`src/rtl/sram_ctrl_pkg.sv`:
```
// Shared definitions for the MEM-stage SRAM controller.
//   state_e       : controller FSM states
//   BASE_ADDR_DEF : default CPU byte address mapped to SRAM half-word 0
//   HALF_W        : SRAM data bus width
package sram_ctrl_pkg;

  localparam int unsigned BASE_ADDR_DEF = 1024;
  localparam int unsigned HALF_W        = 16;

  typedef enum logic [2:0] {
    IDLE,
    RD_LO,
    RD_HI,
    WR_LO,
    WR_HI,
    DONE
  } state_e;

endpackage

```
`src/rtl/sram_phase_timer.sv`:
```
// Phase timer: counts cycles spent in the current SRAM phase.
//   clk_i        in  core clock
//   rst_ni       in  asynchronous active-low reset
//   clr_i        in  restart the count (asserted on the edge that enters a phase)
//   phase_last_o out high on the last cycle of an ACCESS_CYCLES-long phase
module sram_phase_timer #(
  parameter int unsigned ACCESS_CYCLES = 2
) (
  input  logic clk_i,
  input  logic rst_ni,
  input  logic clr_i,
  output logic phase_last_o
);

  localparam int unsigned CW = $clog2(ACCESS_CYCLES + 1);
  localparam logic [CW-1:0] LAST = CW'(ACCESS_CYCLES - 1);

  logic [CW-1:0] cnt_q, cnt_d;

  // Saturates at LAST so a lingering count never wraps into a false phase_last.
  always_comb begin
    cnt_d = cnt_q;
    if (clr_i) begin
      cnt_d = '0;
    end else if (cnt_q != LAST) begin
      cnt_d = cnt_q + CW'(1);
    end
  end

  always_ff @(posedge clk_i or negedge rst_ni) begin
    if (!rst_ni) begin
      cnt_q <= '0;
    end else begin
      cnt_q <= cnt_d;
    end
  end

  assign phase_last_o = (cnt_q == LAST);

endmodule

```
`src/rtl/sram_mem_controller.sv`:
```
// MEM-stage controller between the pipelined core and a 16-bit SRAM.
// Each 32-bit load/store runs as two 16-bit phases (LO then HI); ready is
// held low while an access is in flight so the pipeline freezes.
// Ports:
//   clk, rst_n                 clock, asynchronous active-low reset
//   mem_read_en, mem_write_en  load / store request (write wins if both)
//   address, wr_data           CPU byte address and store data
//   rd_data                    registered load data
//   ready                      0 = freeze pipeline
//   sram_addr, sram_dq_out, sram_dq_in, sram_dq_oe, sram_we_n  SRAM side
//   stall_cnt                  cycles with ready=0 (only with SRAM_STALL_CNT_EN)
// Optional feature macro: SRAM_STALL_CNT_EN
module sram_mem_controller
  import sram_ctrl_pkg::*;
#(
  parameter int unsigned BASE_ADDR     = BASE_ADDR_DEF,
  parameter int unsigned SRAM_AW       = 18,
  parameter int unsigned ACCESS_CYCLES = 2
) (
  input  logic               clk,
  input  logic               rst_n,
  input  logic               mem_read_en,
  input  logic               mem_write_en,
  input  logic [31:0]        address,
  input  logic [31:0]        wr_data,
  output logic [31:0]        rd_data,
  output logic               ready,
  output logic [SRAM_AW-1:0] sram_addr,
  output logic [HALF_W-1:0]  sram_dq_out,
  input  logic [HALF_W-1:0]  sram_dq_in,
  output logic               sram_dq_oe,
  output logic               sram_we_n
`ifdef SRAM_STALL_CNT_EN
  ,
  output logic [31:0]        stall_cnt
`endif
);

  state_e state_q, state_d;

  logic               req;
  logic               phase_last;
  logic               phase_clr;
  logic               capture;
  logic [31:0]        addr_diff;
  logic [SRAM_AW-2:0] word_q, word_d;
  logic [31:0]        wdata_q, wdata_d;
  logic [31:0]        rd_data_q, rd_data_d;
  logic               unused_addr_bits;

  assign req       = mem_read_en | mem_write_en;
  assign addr_diff = address - 32'(BASE_ADDR);
  assign unused_addr_bits = ^{addr_diff[31:SRAM_AW+1], addr_diff[1:0]};

  // ---------------------------------------------------------------------------
  // State register
  // ---------------------------------------------------------------------------
  always_ff @(posedge clk or negedge rst_n) begin
    if (!rst_n) begin
      state_q <= IDLE;
    end else begin
      state_q <= state_d;
    end
  end

  // ---------------------------------------------------------------------------
  // Next-state logic
  // ---------------------------------------------------------------------------
  always_comb begin
    state_d = state_q;
    unique case (state_q)
      IDLE: begin
        if (mem_write_en) begin
          state_d = WR_LO;
        end else if (mem_read_en) begin
          state_d = RD_LO;
        end
      end
      RD_LO:   if (phase_last) state_d = RD_HI;
      RD_HI:   if (phase_last) state_d = DONE;
      WR_LO:   if (phase_last) state_d = WR_HI;
      WR_HI:   if (phase_last) state_d = DONE;
      DONE:    state_d = IDLE;
      default: state_d = IDLE;
    endcase
  end

  // Every state change restarts the phase count, so each phase starts at 0.
  assign phase_clr = (state_d != state_q);

  sram_phase_timer #(
    .ACCESS_CYCLES (ACCESS_CYCLES)
  ) u_phase_timer (
    .clk_i        (clk),
    .rst_ni       (rst_n),
    .clr_i        (phase_clr),
    .phase_last_o (phase_last)
  );

  // ---------------------------------------------------------------------------
  // Output logic (SRAM strobes decode straight from state_q, so an
  // asynchronous reset releases the bus in the same cycle)
  // ---------------------------------------------------------------------------
  always_comb begin
    ready       = ~req | (state_q == DONE);
    sram_addr   = {word_q, 1'b0};
    sram_dq_out = '0;
    sram_dq_oe  = 1'b0;
    sram_we_n   = 1'b1;
    capture     = 1'b0;
    unique case (state_q)
      WR_LO: begin
        sram_dq_out = wdata_q[15:0];
        sram_dq_oe  = 1'b1;
        sram_we_n   = 1'b0;
      end
      WR_HI: begin
        sram_addr   = {word_q, 1'b1};
        sram_dq_out = wdata_q[31:16];
        sram_dq_oe  = 1'b1;
        sram_we_n   = 1'b0;
      end
      RD_LO: capture = phase_last;
      RD_HI: begin
        sram_addr = {word_q, 1'b1};
        capture   = phase_last;
      end
      default: ;
    endcase
  end

  // ---------------------------------------------------------------------------
  // Request latch and read-data capture
  // ---------------------------------------------------------------------------
  always_comb begin
    word_d    = word_q;
    wdata_d   = wdata_q;
    rd_data_d = rd_data_q;
    if (state_q == IDLE && req) begin
      word_d  = addr_diff[SRAM_AW:2];
      wdata_d = wr_data;
    end
    if (capture) begin
      if (state_q == RD_HI) begin
        rd_data_d[31:16] = sram_dq_in;
      end else begin
        rd_data_d[15:0] = sram_dq_in;
      end
    end
  end

  always_ff @(posedge clk or negedge rst_n) begin
    if (!rst_n) begin
      word_q    <= '0;
      wdata_q   <= '0;
      rd_data_q <= '0;
    end else begin
      word_q    <= word_d;
      wdata_q   <= wdata_d;
      rd_data_q <= rd_data_d;
    end
  end

  assign rd_data = rd_data_q;

`ifdef SRAM_STALL_CNT_EN
  logic [31:0] stall_cnt_q, stall_cnt_d;

  always_comb begin
    stall_cnt_d = stall_cnt_q;
    if (!ready) begin
      stall_cnt_d = stall_cnt_q + 32'd1;
    end
  end

  always_ff @(posedge clk or negedge rst_n) begin
    if (!rst_n) begin
      stall_cnt_q <= '0;
    end else begin
      stall_cnt_q <= stall_cnt_d;
    end
  end

  assign stall_cnt = stall_cnt_q;
`endif

endmodule
```
`config.mk`:
```
export PLATFORM = sky130hd
export DESIGN_NAME = sram_mem_controller
export DESIGN_NICKNAME = d
export VERILOG_FILES = /design/src/rtl/sram_ctrl_pkg.sv /design/src/rtl/sram_phase_timer.sv /design/src/rtl/sram_mem_controller.sv
export SDC_FILE = /design/constraint.sdc
export NUM_CORES = 1
export LEC_CHECK = 0
export BUFFER_PORTS_ARGS = -buffer_cell sky130_fd_sc_hd__buf_2
export CORE_MARGIN = 1.5
export CORE_UTILIZATION = 38
export CTS_CLUSTER_DIAMETER = 120
export DETAILED_ROUTE_END_ITERATION = 8
export PLACE_DENSITY = 0.74
export SYNTH_ARGS = -nofsm -noshare
export SYNTH_HDL_FRONTEND = slang
export SYNTH_SLANG_ARGS = --single-unit
```
`constraint.sdc`:
```
create_clock -name clk -period 1.7 [get_ports clk]
set_input_delay 0.17 -clock clk [delete_from_list [all_inputs] [get_ports clk]]
set_output_delay 0.17 -clock clk [all_outputs]
set_load 0.05 [all_outputs]
```
# --- After elaboration in Yosys (flattened, before gate mapping) ---
# Index checks and enable logic that the tools add are counted.
totals:
  input_bits: 84
  register_bits: 86
op_classes:
  mux: 13
  n_bitwise: 4
  n_eq_ne: 8
  add_sub_neg: 2
  reduce_logical: 8
op_table:
  columns: ["operator", "count"]
  rows:
  - ["$pmux 16 s2", 1]
  - ["$sub 19x11->19 const B", 1]
  - ["$mux 3", 5]
  - ["$pmux 3 s4", 1]
  - ["$eq 3x2->1 const B", 2]
  - ["$eq 3x3->1 const B", 2]
  - ["$reduce_or 2->1", 3]
  - ["$mux 1", 4]
  - ["$mux 2", 2]
  - ["$reduce_and 2->1", 2]
  - ["$eq 3x1->1 const B", 1]
  - ["$logic_not 3->1", 1]
  - ["$ne 3x3->1", 1]
  - ["$add 2x1->2 const B", 1]
  - ["$eq 2x1->1 const B", 1]
  - ["$ne 2x1->1 const B", 1]
  - ["$not 1->1", 2]
  - ["$or 1x1->1", 2]
  - ["$reduce_bool 2->1", 1]
  - ["$logic_and 1x1->1", 1]

# --- Depth between registers and ports, before layout ---
logic_depth:
  ltp_word: 5
  ltp_mapped: 7
  ltp_nobuf: 5

# --- Cells and area by module ---
# From an unflattened synthesis, not the netlist that was laid out.
unflattened:
  hier_cells: 258
  area_unflattened_um2: 3676.0
by_module_without_submodules:
  columns: ["module", "area_per_inst_um2", "instances", "cells_each", "seq_area_each_um2"]
  rows:
  - ["sram_mem_controller", 3583.4, 1, 250, 2102.0]
  - ["sram_phase_timer", 92.6, 1, 8, 50.0]

# --- Least setup slack after synthesis ---
# Ideal clock, no wire load.
synth_timing:
  path_type: "reg2out"
  from: "register state_q[0]"
  to: "output port sram_we_n"
  arrival_time_ps: 1740
  n_path_buf: 3
  required_time_ps: 1530
  stages_incl_launch_ff: 7
  path_slack_ps: -210
  cell_sequence: "dfrtp_1 -> buf_2 -> nor2_1 -> and2_1 -> buf_2 -> buf_1 -> nor2_1"
synth_via:
  elab_chain_cells: 3
  word_cells_on_any_way: 4
  classes_between: "eq/ne (2); mux (1); reduce/logical (1)"
synth_lines:
  columns: ["item", "line", "source"]
  rows:
  - ["start: declaration", "sram_mem_controller.sv:39", "state_e state_q, state_d;"]
  - ["start signal: assignment", "sram_mem_controller.sv:62", "state_q <= state_d;"]
  - ["$eq 3x3->1 or $eq 3x2->1 (tied branches)", "sram_mem_controller.sv:111", "unique case (state_q)"]
  - ["$reduce_or 2->1 (no source line) (*)", null, null]
  - ["$mux 1 (*)", "sram_mem_controller.sv:111", null]
  - ["end: declaration", "sram_mem_controller.sv:32", "output logic sram_we_n"]
# Mark *: on every way between the ends. The rest lies on a longest branch, timed or not.

# --- Worst setup path after layout ---
layout_timing:
  from: "register state_q[0]"
  to: "output port sram_dq_out[0]"
layout_via:
  elab_chain_cells: 2
  word_cells_on_any_way: 3
  classes_between: "eq/ne (2); mux (1)"
layout_lines:
  columns: ["item", "line", "source"]
  rows:
  - ["$eq 3x3->1 or $eq 3x2->1 (tied branches)", "sram_mem_controller.sv:111", null]
  - ["$pmux 16 s2 (*)", "sram_mem_controller.sv:111", null]
  - ["end: declaration", "sram_mem_controller.sv:29", "output logic [HALF_W-1:0] sram_dq_out,"]
# Marked as above.

==> metrics.txt <==
status=finished, violations left; failing checks=negative setup slack; Util after Layout=0.591; H-tree levels=3; worst hold slack=between 0.03 and 0.04 ns; post-synthesis sequential area ratio=0.587; DRC=0; Max-Cap Viols=0; Worst EP required=approximately 1.5 ns; Async S/R FF share, synth=1.00; hold path depth=2; CTS buffer count=9; post-route insts no fill=roughly 560; EDFF count, synth=0; first-pass GRT wire length=between 10 and 15 mm; Post-Synth XOR/XNOR Area=0.00955; Synth Area in Adders=0.00682; r2r startpoint=state_q[2]; Layout Skew=0.0136 ns; Nets=514; synth top area cells=dfrtp_1 (59%), mux2_1 (12%), mux2_2 (10%); vias in the first global route=2822; hold endpoint=wdata_q[31]; die height=between 100 and 150 um; Setup WS post-layout=-0.129 ns; Port Buffers=between 100 and 150; Detailed Routing Iterations Pass 1=4; compound-gate portion of the synthesized area=0.0921; Yosys Warn Count=0; Core ar.=between 9000 and 10000 um^2; flops & latches, synth=86; VDD IR-drop max=approximately 0.0013 V; post-synth top area share=0.587; power per cell area=2470 nW/um^2; unrepaired setup endpoints after global routing=yes; Starting Density=0.395; Fmax=approximately 550 MHz; Slew Viols, Final=0; Sink Count=86; Multi-input gate area=1650 um^2; Switch Pwr=between 6 and 7 mW; Tcrit/Tclk final=1.08; Fill cells=around 800; CP startpoint kind=register; crit-path max FO=9; largest family of logic cells by synthesized area=multiplexers; Register Area=about 2200 um^2; Gate power share=0.606; IO Count=around 150; Area after DPL=between 4000 and 5000 um^2; CTS clk-pin slew, worst paths=approximately 0.1 ns; Lkg Pwr=2.60 nW; setup TNS=-4.60 ns; Worst setup EP type=output pin; final instance area=about 5500 um^2; ys flop type=dfrtp_1; post-synthesis mux area share=0.221; Rows=35; gr ovfl total=0; Clock power frac=0.120; GRT Util Overall=0.172; worst path arrival time=1.66 ns; total nets after synthesis=347; CTS tree=done; CP peak stage delay=0.45 ns; worst path buffer plus inverter count=2; Crit path max-delay family=flip-flops; Rel. slew slack=0.662; layout cell share with drive strength beyond 1=0.635; worst-skew pair later-pin latency=about 0.35 ns; die area=10300 um^2; worst path cell trace=nor2_2 -> and2_4 -> buf_12 -> a22o_1 -> buf_6; ANT cells=0; initial antenna violation count=0; synthesized cell area=about 3700 um^2; total routed wirelength=~9 mm; CTS Root Cell=clkbuf_8; Reg-to-Reg End=wdata_q[28]; Via density=approximately 5.0; min-delay src=wr_data[31]; Die X-Extent=slightly above 100 um; GPL Wtd Cong=0.840; Synth Area in Simple Gates=0.0535; Final ANT Viol Nets=0; crit path time final=~1.8 ns; Final Setup Violations=56; CTS max path bufs=2; syn_area_per_cell=~14 um^2; Vias=~2800; final hold violation count=0; Netlist cell types=38; Overall Power=about 14 mW; slowest stage cell, crit path=dfrtp_2; Hold WC Path Type=primary input to register; switching part of the total=0.459; WS Path Type=register to output pin; cell taking the most area after synthesis=dfrtp_1; post-detail-place hpwl=approximately 6.1 mm; Syn-to-layout area delta=49.6%; pin count of the biggest net entering global routing=37; placed cell count=529; setup slack, reg-to-reg=-0.12 ns; Starting DRT DRC Count=between 50 and 60; worst slew pin tran=about 0.5 ns; Reg2Reg Depth=5; sequential share of power=0.274; Syn Inst Count=between 200 and 300; wire per inst=16.3 um; Setup WS pre-CTS=-0.00782 ns; P_int=7.32 mW
cells in the mapped netlist, drive strengths merged (3+ instances only):
| cell type | instances |
|---|---|
| nor2 | 11 |
| o31ai | 4 |
| mux2 | 72 |
| a21oi | 5 |
| nand2 | 5 |
| or3 | 3 |
| o21ai | 11 |
| a22o | 16 |
| buf | 14 |
| inv | 3 |
| or4 | 3 |
| a31oi | 4 |
| dfrtp | 86 |
layout make-up:
class | instances | share of cell area
clock inverter | 7 | 0.0189
inverter | 3 | 0.00205
tap | 129 | 0.0294
sequential | 86 | 0.393
clock buffer | 9 | 0.0226
timing repair buffer | 171 | 0.234
multi-input combinational | 157 | 0.300
cell usage in the layout, fill, tap and decap left out, drive strengths merged, types with 3 or more instances in the layout:
cell type,count
or3,3
o31ai,4
a21oi,5
a22o,16
dfrtp,86
o21ai,11
clkbuf,13
a31oi,4
or4,3
buf,166
nor2,11
inv,6
mux2,72
nand2,5
layer usage:
layer,global-route usage,share of wire
met1,0.209,0.43
met2,0.298,0.49
met3,0.0393,0.063
met4,0.0684,0.014
met5,0,0
power by group through the flow:
| stage | Sequential, mW | Clock [mW] | Combinational, mW |
|---|---|---|---|
| 2_1_floorplan | 5.68 | 0 | 2.98 |
| 3_3_place_gp | 3.62 | 0 | 6.50 |
| 3_5_place_dp | 3.67 | 0 | 6.63 |
| 4_1_cts | 3.65 | 1.67 | 7.47 |
| 5_1_grt | 3.84 | 1.76 | 8.61 |
| 6_report | 3.71 | 1.62 | 8.20 |
registers in the layout (all words and copies together), names as in the netlist:
signal               count
word_q                  17
u_phase_timer.cnt_q      2
state_q                  3
wdata_q                 32
rd_data                 32
what timing repair did:
action,in CTS,in global routing
setup buffers,8,3
gates cloned,1,4
hold buffers,1,0
pin swaps,2,12
endpoints found under the setup margin,41,66
resized for setup,65,47
endpoints found under the hold margin,33,0
worst max path at each step:
stage / slack, ns / from / cells past startpoint / end
floorplan: -0.07 / state_q[0] / 6 / sram_dq_out[10]
global placement: 0.03 / state_q[1] / 4 / wdata_q[8]
detailed placement: -0.008 / state_q[1] / 4 / wdata_q[24]
CTS: -0.14 / state_q[1] / 5 / sram_dq_out[0]
global route: -0.19 / state_q[0] / 5 / sram_dq_out[0]
finish: -0.13 / state_q[0] / 5 / sram_dq_out[0]
logic make-up after synthesis:
| group | count (synthesis) |
|---|---|
| compound gates | 47 |
| xor+xnor | 4 |
| fa+ha+maj | 2 |
| buf+inv | 18 |
| flops | 86 |
| mux | 72 |
| simple gates | 32 |
Power figures use the tool's default switching activity.
